===== config.mk =====
export PLATFORM = sky130hd
export DESIGN_NAME = cla_seq_ctrl
export DESIGN_NICKNAME = d
export VERILOG_FILES = /design/src/rtl/cla_seq_ctrl.sv
export SDC_FILE = /design/constraint.sdc
export NUM_CORES = 1
export LEC_CHECK = 0
export BUFFER_PORTS_ARGS = -buffer_cell sky130_fd_sc_hd__buf_2
export CAP_MARGIN = 10
export CORE_UTILIZATION = 50
export CTS_CLUSTER_SIZE = 16
export DETAILED_ROUTE_END_ITERATION = 10
export PLACE_DENSITY = 0.88
export SYNTH_ARGS = -nofsm -noshare
export SYNTH_HDL_FRONTEND = slang
export SYNTH_SLANG_ARGS = --single-unit

===== constraint.sdc =====
create_clock -name clk -period 2.6 [get_ports clk]
set_clock_uncertainty 0.05 [all_clocks]
set_input_delay 0.26 -clock clk [delete_from_list [all_inputs] [get_ports clk]]
set_output_delay 0.26 -clock clk [all_outputs]
set_load 0.01 [all_outputs]

===== src/rtl/cla_seq_ctrl.sv =====
// Multi-precision add sequencer: drives a shared combinational 16-bit adder one slice per cycle, LSB first.
// Latency: rsp_valid rises NUM_SLICES cycles after the accepting edge; next accept at earliest one cycle after the response handshake.
// Backpressure: req_ready only in IDLE; the result is held in DONE until rsp_ready, and no request is taken meanwhile.
//
// Ports:
//   clk, rst_n                    clock, asynchronous active-low reset
//   req_valid/req_ready           request handshake; req_a, req_b (W bits), req_cin, req_sub
//   add_a, add_b, add_cin         slice presented to the external adder (zero outside RUN)
//   add_sum, add_cout             combinational adder result for the current slice
//   rsp_valid/rsp_ready           response handshake; rsp_sum (W bits), rsp_cout, rsp_ovf
//   busy                          high while an operation is in flight (RUN or DONE)
//
// Optional feature: define CLA_SEQ_SUB_EN to enable subtraction via req_sub
// (B inverted, initial carry forced to 1). Without it req_sub is ignored.

module cla_seq_ctrl #(
  parameter int NUM_SLICES = 4
) (
  input  logic                       clk,
  input  logic                       rst_n,
  input  logic                       req_valid,
  output logic                       req_ready,
  input  logic [16*NUM_SLICES-1:0]   req_a,
  input  logic [16*NUM_SLICES-1:0]   req_b,
  input  logic                       req_cin,
  input  logic                       req_sub,
  output logic [15:0]                add_a,
  output logic [15:0]                add_b,
  output logic                       add_cin,
  input  logic [15:0]                add_sum,
  input  logic                       add_cout,
  output logic                       rsp_valid,
  input  logic                       rsp_ready,
  output logic [16*NUM_SLICES-1:0]   rsp_sum,
  output logic                       rsp_cout,
  output logic                       rsp_ovf,
  output logic                       busy
);

  localparam int W = 16 * NUM_SLICES;
  // idx is 3 bits wide to cover the full 1..8 slice range.
  localparam logic [2:0] LAST_IDX = 3'(NUM_SLICES - 1);

  typedef enum logic [1:0] {
    IDLE = 2'd0,
    RUN  = 2'd1,
    DONE = 2'd2
  } state_t;

  state_t         state, state_nxt;
  logic [W-1:0]   a_reg;
  logic [W-1:0]   b_reg;     // holds B after optional inversion
  logic [W-1:0]   sum_reg;
  logic           carry;     // chained carry; after the top slice it is the final carry-out
  logic [2:0]     idx;

  logic [W-1:0]   b_in;
  logic           cin_in;
  logic [W-1:0]   a_shift;
  logic [W-1:0]   b_shift;

  // B is inverted once at accept time, so the stored b_reg is already the
  // effective operand seen by the adder and by the overflow check.
`ifdef CLA_SEQ_SUB_EN
  assign b_in   = req_sub ? ~req_b : req_b;
  assign cin_in = req_sub ? 1'b1 : req_cin;
`else
  logic unused_req_sub;
  assign unused_req_sub = req_sub;
  assign b_in   = req_b;
  assign cin_in = req_cin;
`endif

  // State register
  always_ff @(posedge clk or negedge rst_n) begin
    if (!rst_n) begin
      state <= IDLE;
    end else begin
      state <= state_nxt;
    end
  end

  // Next-state decode
  always_comb begin
    state_nxt = state;
    case (state)
      IDLE:    if (req_valid) state_nxt = RUN;
      RUN:     if (idx == LAST_IDX) state_nxt = DONE;
      DONE:    if (rsp_ready) state_nxt = IDLE;
      default: state_nxt = IDLE;
    endcase
  end

  // Operand, partial-sum and carry registers
  always_ff @(posedge clk or negedge rst_n) begin
    if (!rst_n) begin
      a_reg   <= '0;
      b_reg   <= '0;
      sum_reg <= '0;
      carry   <= 1'b0;
      idx     <= 3'd0;
    end else begin
      case (state)
        IDLE: begin
          if (req_valid) begin
            a_reg <= req_a;
            b_reg <= b_in;
            carry <= cin_in;
            idx   <= 3'd0;
          end
        end
        RUN: begin
          for (int i = 0; i < NUM_SLICES; i++) begin
            if (idx == 3'(i)) sum_reg[16*i +: 16] <= add_sum;
          end
          carry <= add_cout;
          idx   <= idx + 3'd1;
        end
        default: ;
      endcase
    end
  end

  // Current slice selection; shift by 16*idx keeps the select in range for any NUM_SLICES.
  assign a_shift = a_reg >> {idx, 4'b0000};
  assign b_shift = b_reg >> {idx, 4'b0000};

  always_comb begin
    add_a   = 16'd0;
    add_b   = 16'd0;
    add_cin = 1'b0;
    if (state == RUN) begin
      add_a   = a_shift[15:0];
      add_b   = b_shift[15:0];
      add_cin = carry;
    end
  end

  assign req_ready = (state == IDLE);
  assign rsp_valid = (state == DONE);
  assign busy      = (state != IDLE);
  assign rsp_sum   = sum_reg;
  assign rsp_cout  = carry;
  // Signed overflow: operands share a sign that the result does not.
  assign rsp_ovf   = (a_reg[W-1] == b_reg[W-1]) && (sum_reg[W-1] != a_reg[W-1]);

endmodule


==> flow_metrics.tcl, run 1 <==
set metrics [dict create \
    htreeDepth 4 \
    postSynthAreaPerCell_um2 15.47 \
    core_um2 16820 \
    grt_overflow 0 \
    mostFrequentLayoutCell "buf_2" \
    regToRegEndpoint "a_reg[26]" \
    postCtsSetupBuffers 0 \
    drv_slew 0 \
    ys_seq_area_share_pct 56.89 \
    antenna_found_initial 0 \
    fin_crit_sh_pct 92.54 \
    gp_congestion 0.7910 \
    clockBufferDepth 2 \
    min_delay_worst_endpoint "b_reg[53]" \
    dp_hpwl_um 13510 \
    syn-cell-area_um2 8710 \
    pwr_density_cell_nw_per_um2 1294 \
    cp_data_arrival_time_ns 2.10 \
    first_iter_violations 198 \
    layout_common_cells "250 x buf_2, 197 x dfrtp_1, 148 x mux2_2" \
    finalHoldViolCount 0 \
    synth_area_leader_cell "dfrtp_1" \
    hold_buffers 64 \
    path_max_fanout 32 \
    rrSetupSlack_ns 0.50 \
    cts_tree "built" \
    port_buffers 251 \
    insertion_delay_ns 0.42 \
    regToRegStartpoint "state[0]" \
    first_pass_iters 5 \
    rows 47 \
    ys_warn_count 0 \
    ios 253 \
    period_minus_slack_ns 2.406 \
    tns_ns 0 \
    grt_pass1_vias 6546 \
    final-setup-viol-count 0 \
    worstHoldStart "req_b[53]" \
    grt_first_pass_wirelength_um 34120 \
    path_clk_slew_ns 0.08 \
    drv_cap 0 \
    grt_max_degree 66 \
    synth_async_sr_flop_share_pct 100.0 \
    die_w_um 134.0 \
    yosys.cell_types.count 29 \
    final_antenna_net_count 0 \
    antenna_cells 0 \
    dpl_cell_area_um2 10130 \
    synth_seq_cells 198 \
    nNetsFinal 1045 \
    ir_drop_v 0.0008099 \
    numCtsBuffers 17 \
    reg2reg_depth 4 \
    cp-start-kind "flip-flop" \
    multi_input_area_um2 3395 \
    fp.dieH_um 134.0 \
    whs_path_depth 2 \
    dp_cells 1012 \
    max-slew-margin-rel_pct 67.77 \
    synth_area_leaders "dfrtp_1 57%, mux2_2 19%, mux2i_1 7.5%, mux2_4 6.9%, buf_6 2.5%" \
    critical_path_required_ns 2.29 \
    p_leak_nw 5.446 \
    synth_top_area_share_pct 56.89 \
    ff_latch_area_um2 4959 \
    syn_nets 719 \
    cts_sinks 198 \
    die_area_um2 17950 \
    wl_um 22150 \
    worstMarginPinSlew_ns 0.4817 \
    status "completed" \
    grt_use_total_pct 24.93 \
    grt_setup_unrepaired "no" \
    syn_to_final_growth_pct 32.40 \
    start_util_pct 51.79 \
    fmax_ghz 0.4156 \
    path_class "flip-flop to primary output" \
    root_buffer "clkbuf_16" \
    drc 0 \
    cts_repair_resize_count 0 \
    layout-drive-gt1-share_pct 54.10 \
    instances_no_fill 1122 \
    fin_area_um2 11530 \
    dr_total_vias 6003 \
    hp-class "input pin to flip-flop" \
    wl_per_cell_um 19.74 \
    yosys_most_used_dff "dfrtp_1" \
    synth_cells 563 \
    synth_edf_count 0 \
    endpoint_kind "primary output" \
    nFillCells 1145 \
    vias_per_cell 5.350 \
]
==> per-layer routing <==
metal | global-route usage (%) | vias to the layer above | routed length, um
li1 | - | 2684 | -
met1 | 28.00 | 3015 | 8611
met2 | 43.84 | 244 | 11380
met3 | 7.407 | 60 | 1416
met4 | 10.67 | 0 | 733
met5 | 0 | - | 0
==> worst max-delay path: stages (launching register included) <==
cell	delay (ns)
dfrtp_1	0.49
nor2b_4	0.30
nand3_1	0.12
buf_4	0.27
o22ai_1	0.29
buf_2	0.18
==> cells by family (layout without fill, tap and decap cells) <==
family,Yosys count,count (layout),synth area share [%]
mux,257,257,34.02
flops,198,198,56.89
buf+inv,43,382,4.137
compound gates,39,39,2.816
simple gates,21,21,1.422
fa+ha+maj,5,5,0.7183
==> power breakdown <==
group          switching (mW)  internal (mW)
Clock                    1.20           1.59
Combinational            2.98           3.49
Sequential              0.965           4.69
Total                    5.15           9.77
==> how the worst max path moves through the flow <==
stage,start,to,slack [ns]
after global routing,state[0],add_b[4],0.07
after CTS,state[0],add_b[4],0.20
after global placement,state[0],b_reg[24],0.54
final,state[0],add_b[4],0.19
after detailed placement,state[0],a_reg[26],0.50
after floorplan,idx[1],rsp_sum[21],0.50
==> final cells by class <==
cell class              instances  share of cell area [%]
clock inverters                11                   1.400
inverters                       6                  0.1953
flip-flops and latches        198                   43.00
multi-input cells             322                   29.44
well taps                     220                   2.387
repair buffers                344                   19.59
clock buffers                  21                   3.993
==> synth_stat cells (4+ instances only) <==
cell      instances
mux2_2          148
ha_1              5
mux2_1            4
buf_6            19
dfrtp_1         198
clkbuf_1          9
o21ai_0           4
buf_2             6
nand2_1           4
mux2i_1          65
o22ai_1          32
inv_1             6
mux2_4           40
==> stage by stage <==
step	worst slack, ns	power (mW)	util, %	hold slack (ns)
2_1_floorplan	0.5049	9.938	-	-0.08559
3_3_place_gp	0.5415	11.60	60.22	0.1985
3_5_place_dp	0.5048	11.89	60.22	0.2007
4_1_cts	0.1954	14.83	67.73	0.0002441
5_1_grt	0.06842	15.71	68.56	0.0004297
6_report	0.1940	14.92	68.56	0.01774
Power figures use the tool's default switching activity.
==> run 2: changes to the inputs <==
CORE_MARGIN = 4   (was default)
GPL_ROUTABILITY_DRIVEN = 1   (was default)
==> run 2 against run 1 <==
Die area increased by 9.2%. Via count is 0.98% lower. Core utilization shrank 0.34 points. Clock power increased by 2%. Sequential power hardly changed. Non-clock buffer count is 10 lower. Critical endpoint is now add_b[7]. Largest cell class unchanged. Highest routed layer unchanged.
==> flow_metrics.tcl, run 2 (same netlist as run 1, synthesis figures left out) <==
set metrics [dict create \
    dp_hpwl_um 14490 \
    cts_sinks 198 \
    worstMarginPinSlew_ns 0.4836 \
    first_pass_iters 4 \
    syn_to_final_growth_pct 31.73 \
    critical_path_cell_count 5 \
    dp_cells 1013 \
    fmax_ghz 0.4311 \
    fin_ws_ns 0.2806 \
    grt_overflow 0 \
    clockBufferDepth 2 \
    fp.dieH_um 140.0 \
    worst_hold_slack_ns 0.01479 \
    slowest_delay_ns 0.50 \
    vias_per_cell 5.331 \
    root_buffer "clkbuf_16" \
    insertion_delay_ns 0.42 \
    cp_data_arrival_time_ns 2.01 \
    nNetsFinal 1035 \
    tns_ns 0 \
    grt_use_total_pct 22.66 \
    wl_per_cell_um 20.06 \
    numCtsBuffers 17 \
    dr_total_vias 5944 \
    cts_repair_resize_count 0 \
    whs_path_depth 2 \
    first_iter_violations 216 \
    rows 47 \
    seq_power_share_pct 37.5 \
    ir_drop_v 0.0006996 \
    final-setup-viol-count 0 \
    dpl_cell_area_um2 10160 \
    fin_area_um2 11470 \
    p_sw_mw 5.133 \
    status "completed" \
    reg2reg_depth 4 \
    ios 253 \
    worst_path_max_delay_cell "dfrtp_1" \
    max-slew-margin-rel_pct 67.76 \
    fin_crit_sh_pct 89.21 \
    die_area_um2 19590 \
    grt_first_pass_wirelength_um 35450 \
    cpLargestDelayFamily "flip-flops" \
    wl_um 22370 \
    critical_path_required_ns 2.29 \
    htreeDepth 4 \
    cp-start-kind "flip-flop" \
    layout_common_cells "250 x buf_2, 197 x dfrtp_1, 148 x mux2_2" \
    crit_chain "nor2b_4, nand3_2, buf_4, o22ai_1, buf_2" \
    die_w_um 140.0 \
    path_max_fanout 20 \
    period_minus_slack_ns 2.319 \
    p_leak_nw 5.424 \
    core_um2 16820 \
    nFillCells 1172 \
    power.share.clock_pct 19.1 \
    pwr_density_cell_nw_per_um2 1306 \
    final_antenna_net_count 0 \
    gp_congestion 0.8000 \
    combPwrFrac_pct 43.4 \
    grt_pass1_vias 6656 \
    crit_buf_inv 2 \
    path_clk_slew_ns 0.07 \
    finalHoldViolCount 0 \
    dp_slack_ns 0.6292 \
    cts_tree "built" \
    endpoint_kind "primary output" \
    p_int_mw 9.856 \
    drc 0 \
    layout-drive-gt1-share_pct 55.04 \
    drv_slew 0 \
    finish.utilization_pct 68.22 \
    multi_input_area_um2 3405 \
    power.share.switching_pct 34.24 \
    port_buffers 251 \
    finalPower_mw 14.99 \
    postCtsSetupBuffers 0 \
    grt_setup_unrepaired "no" \
    grt_max_degree 62 \
    path_class "flip-flop to primary output" \
    mostFrequentLayoutCell "buf_2" \
    start_util_pct 51.79 \
    hp-class "input pin to flip-flop" \
    ff_latch_area_um2 4959 \
    antenna_found_initial 2 \
    drv_cap 0 \
    instances_no_fill 1115 \
]
==> run 2: layer usage <==
metal / up-vias / part of all wire, % / GRT usage [%]
met5: - / 0 / 0
met1: 2992 / 39 / 26.52
met2: 236 / 51 / 39.45
li1: 2663 / - / -
met3: 53 / 6.9 / 6.680
met4: 0 / 2.7 / 8.567
==> run 2: path summary, 6_finish.rpt <==
check,start,end,slack [ns]
worst max-delay path,state[0],add_b[7],0.28
worst min-delay path,req_a[31],a_reg[31],0.01
worst max register to register,state[0],b_reg[22],0.58
worst min register to register,a_reg[48],a_reg[48],0.45
max in group asynchronous,rst_n,a_reg[13],1.44
min in group asynchronous,rst_n,rsp_sum[8],0.32
==> run 2: area by class of cell <==
type                       count  share of cell area, %
tap                          220                  2.399
inverter                       6                 0.1963
multi-input combinational    322                  29.67
sequential                   198                  43.22
antenna                        3                0.06543
clock buffer                  20                  3.893
timing repair buffer         334                  18.90
clock inverter                12                  1.658
==> run 2: power groups by stage <==
stage               clock (mW)  sequential [mW]  combinational, mW
detailed placement           0             5.65               6.38
floorplan                    0             5.62               4.32
CTS                       2.91             5.60               6.48
global placement             0             5.54               6.18
global route              3.06             5.83               6.99
finish                    2.86             5.62               6.51
==> run 2: repair_timing <==
action                                  CTS  global route
endpoints found under the hold margin   113             6
endpoints found under the setup margin    0             0
hold buffers                             61             6
==> run 3: changes to the inputs <==
CORE_MARGIN = 5   (was 4)
==> run 3 against run 2 <==
Routed wire length shrank 7.6%. Largest cell class unchanged. Non-clock buffer count shrank 41. Fmax shrank 2.9%. Clock power shrank 10%. Design area shrank 4.5%. Die area grew 2.9%. Critical path depth shrank 1.
==> flow_metrics.tcl, run 3 (same netlist as run 1, synthesis figures left out) <==
set metrics [dict create \
    dp_cells 1016 \
    fp.dieH_um 142.0 \
    ir_drop_v 0.0006542 \
    pwr_density_cell_nw_per_um2 1316 \
    worst_hold_slack_ns 0.01172 \
    rows 48 \
    grt_pass1_vias 6094 \
    final-setup-viol-count 0 \
    tns_ns 0 \
    finalPower_mw 14.42 \
    die_w_um 142.0 \
    final_antenna_net_count 0 \
    grt_first_pass_wirelength_um 32580 \
    postCtsSetupBuffers 0 \
    regToRegEndpoint "rsp_sum[15]" \
    ios 253 \
    dr_total_vias 5665 \
    mostFrequentLayoutCell "buf_2" \
    dp_slack_ns 0.5588 \
    cts_tree "built" \
    cp-start-kind "flip-flop" \
    layout_common_cells "250 x buf_2, 197 x dfrtp_1, 148 x mux2_2" \
    dp_hpwl_um 14620 \
    start_util_pct 50.71 \
    grt_setup_unrepaired "no" \
    max-slew-margin-rel_pct 55.69 \
    fin_crit_sh_pct 91.86 \
    drc 0 \
    hp-class "input pin to flip-flop" \
    status "completed" \
    p_leak_nw 5.209 \
    cts_repair_resize_count 0 \
    finalHoldViolCount 0 \
    clockBufferDepth 2 \
    first_pass_iters 4 \
    worstMarginPinSlew_ns 0.6646 \
    period_minus_slack_ns 2.388 \
    drv_cap 0 \
    core_um2 17180 \
    nNetsFinal 994 \
    path_class "flip-flop to primary output" \
    grt_use_total_pct 20.43 \
    reg2reg_depth 4 \
    numCtsBuffers 17 \
    antenna_cells 0 \
    layout-drive-gt1-share_pct 57.70 \
    antenna_found_initial 1 \
    cts_sinks 198 \
    critical_path_required_ns 2.29 \
    regToRegStartpoint "state[0]" \
    first_iter_violations 181 \
    syn_to_final_growth_pct 25.86 \
    wl_um 20660 \
    insertion_delay_ns 0.42 \
    path_clk_slew_ns 0.08 \
    wl_per_cell_um 19.20 \
    rrSetupSlack_ns 0.51 \
    fmax_ghz 0.4187 \
    cp_data_arrival_time_ns 2.08 \
    grt_max_degree 68 \
    gp_congestion 0.7919 \
    fin_ws_ns 0.2116 \
    htreeDepth 4 \
    drv_slew 0 \
    instances_no_fill 1076 \
    path_max_fanout 37 \
    cp-endpoint "add_a[15]" \
    die_area_um2 20160 \
    vias_per_cell 5.265 \
    port_buffers 251 \
    crit_path_start "idx[1]" \
    root_buffer "clkbuf_16" \
    grt_overflow 0 \
    endpoint_kind "primary output" \
]
==> run 3: report_power, final <==
group / internal, mW / switching [mW] / total, mW / leakage (nW)
combinational: 3.38 / 2.90 / 6.28 / 2.59
sequential: 4.68 / 0.893 / 5.57 / 2.34
clock: 1.34 / 1.23 / 2.57 / 0.280
total: 9.40 / 5.02 / 14.4 / 5.21
==> run 3: area by class of cell <==
cell class / count / area, um^2
tap: 225 / 281.5
clock buffer: 20 / 466.7
clock inverter: 12 / 115.1
multi-input combinational: 322 / 3405
fill: 1265 / 6215
inverter: 6 / 22.52
timing repair buffer: 293 / 1713
sequential: 198 / 4959
==> run 3: repair_timing <==
| action | in CTS | in global routing |
|---|---|---|
| hold buffers | 11 | 17 |
| endpoints found under the setup margin | 0 | 0 |
| hold endpoints to repair | 73 | 17 |
==> run 3: worst min path at each step <==
stage | startpoint | to | slack (ns) | cells past startpoint
6_report | req_a[43] | a_reg[43] | 0.01 | 2
3_5_place_dp | rst_n | rsp_sum[5] | 0.26 | 1
5_1_grt | req_a[2] | a_reg[2] | 0.0005 | 2
3_3_place_gp | rst_n | rsp_sum[34] | 0.26 | 1
2_1_floorplan | rst_n | a_reg[0] | -0.09 | 0
4_1_cts | req_b[51] | b_reg[51] | 0.00004 | 2
==> run 3: metal layers <==
metal,track usage [%],routed length (um)
met3,7.056,1621
met4,5.556,335
met2,33.42,10230
met5,0,13
met1,26.11,8452
==> run 3: through the flow <==
| stage | utilization, % | cell area [um^2] |
|---|---|---|
| after global routing | 63.82 | 10960 |
| after floorplan | - | 8710 |
| after global placement | 58.80 | 10100 |
| after CTS | 62.83 | 10790 |
| final | 63.82 | 10960 |
| after detailed placement | 58.80 | 10100 |
==> run 3: critical path, stage by stage, from the launching register on <==
cell,delay [ns]
dfrtp_4,0.44
buf_4,0.53
mux2i_1,0.36
o22ai_1,0.11
buf_2,0.17
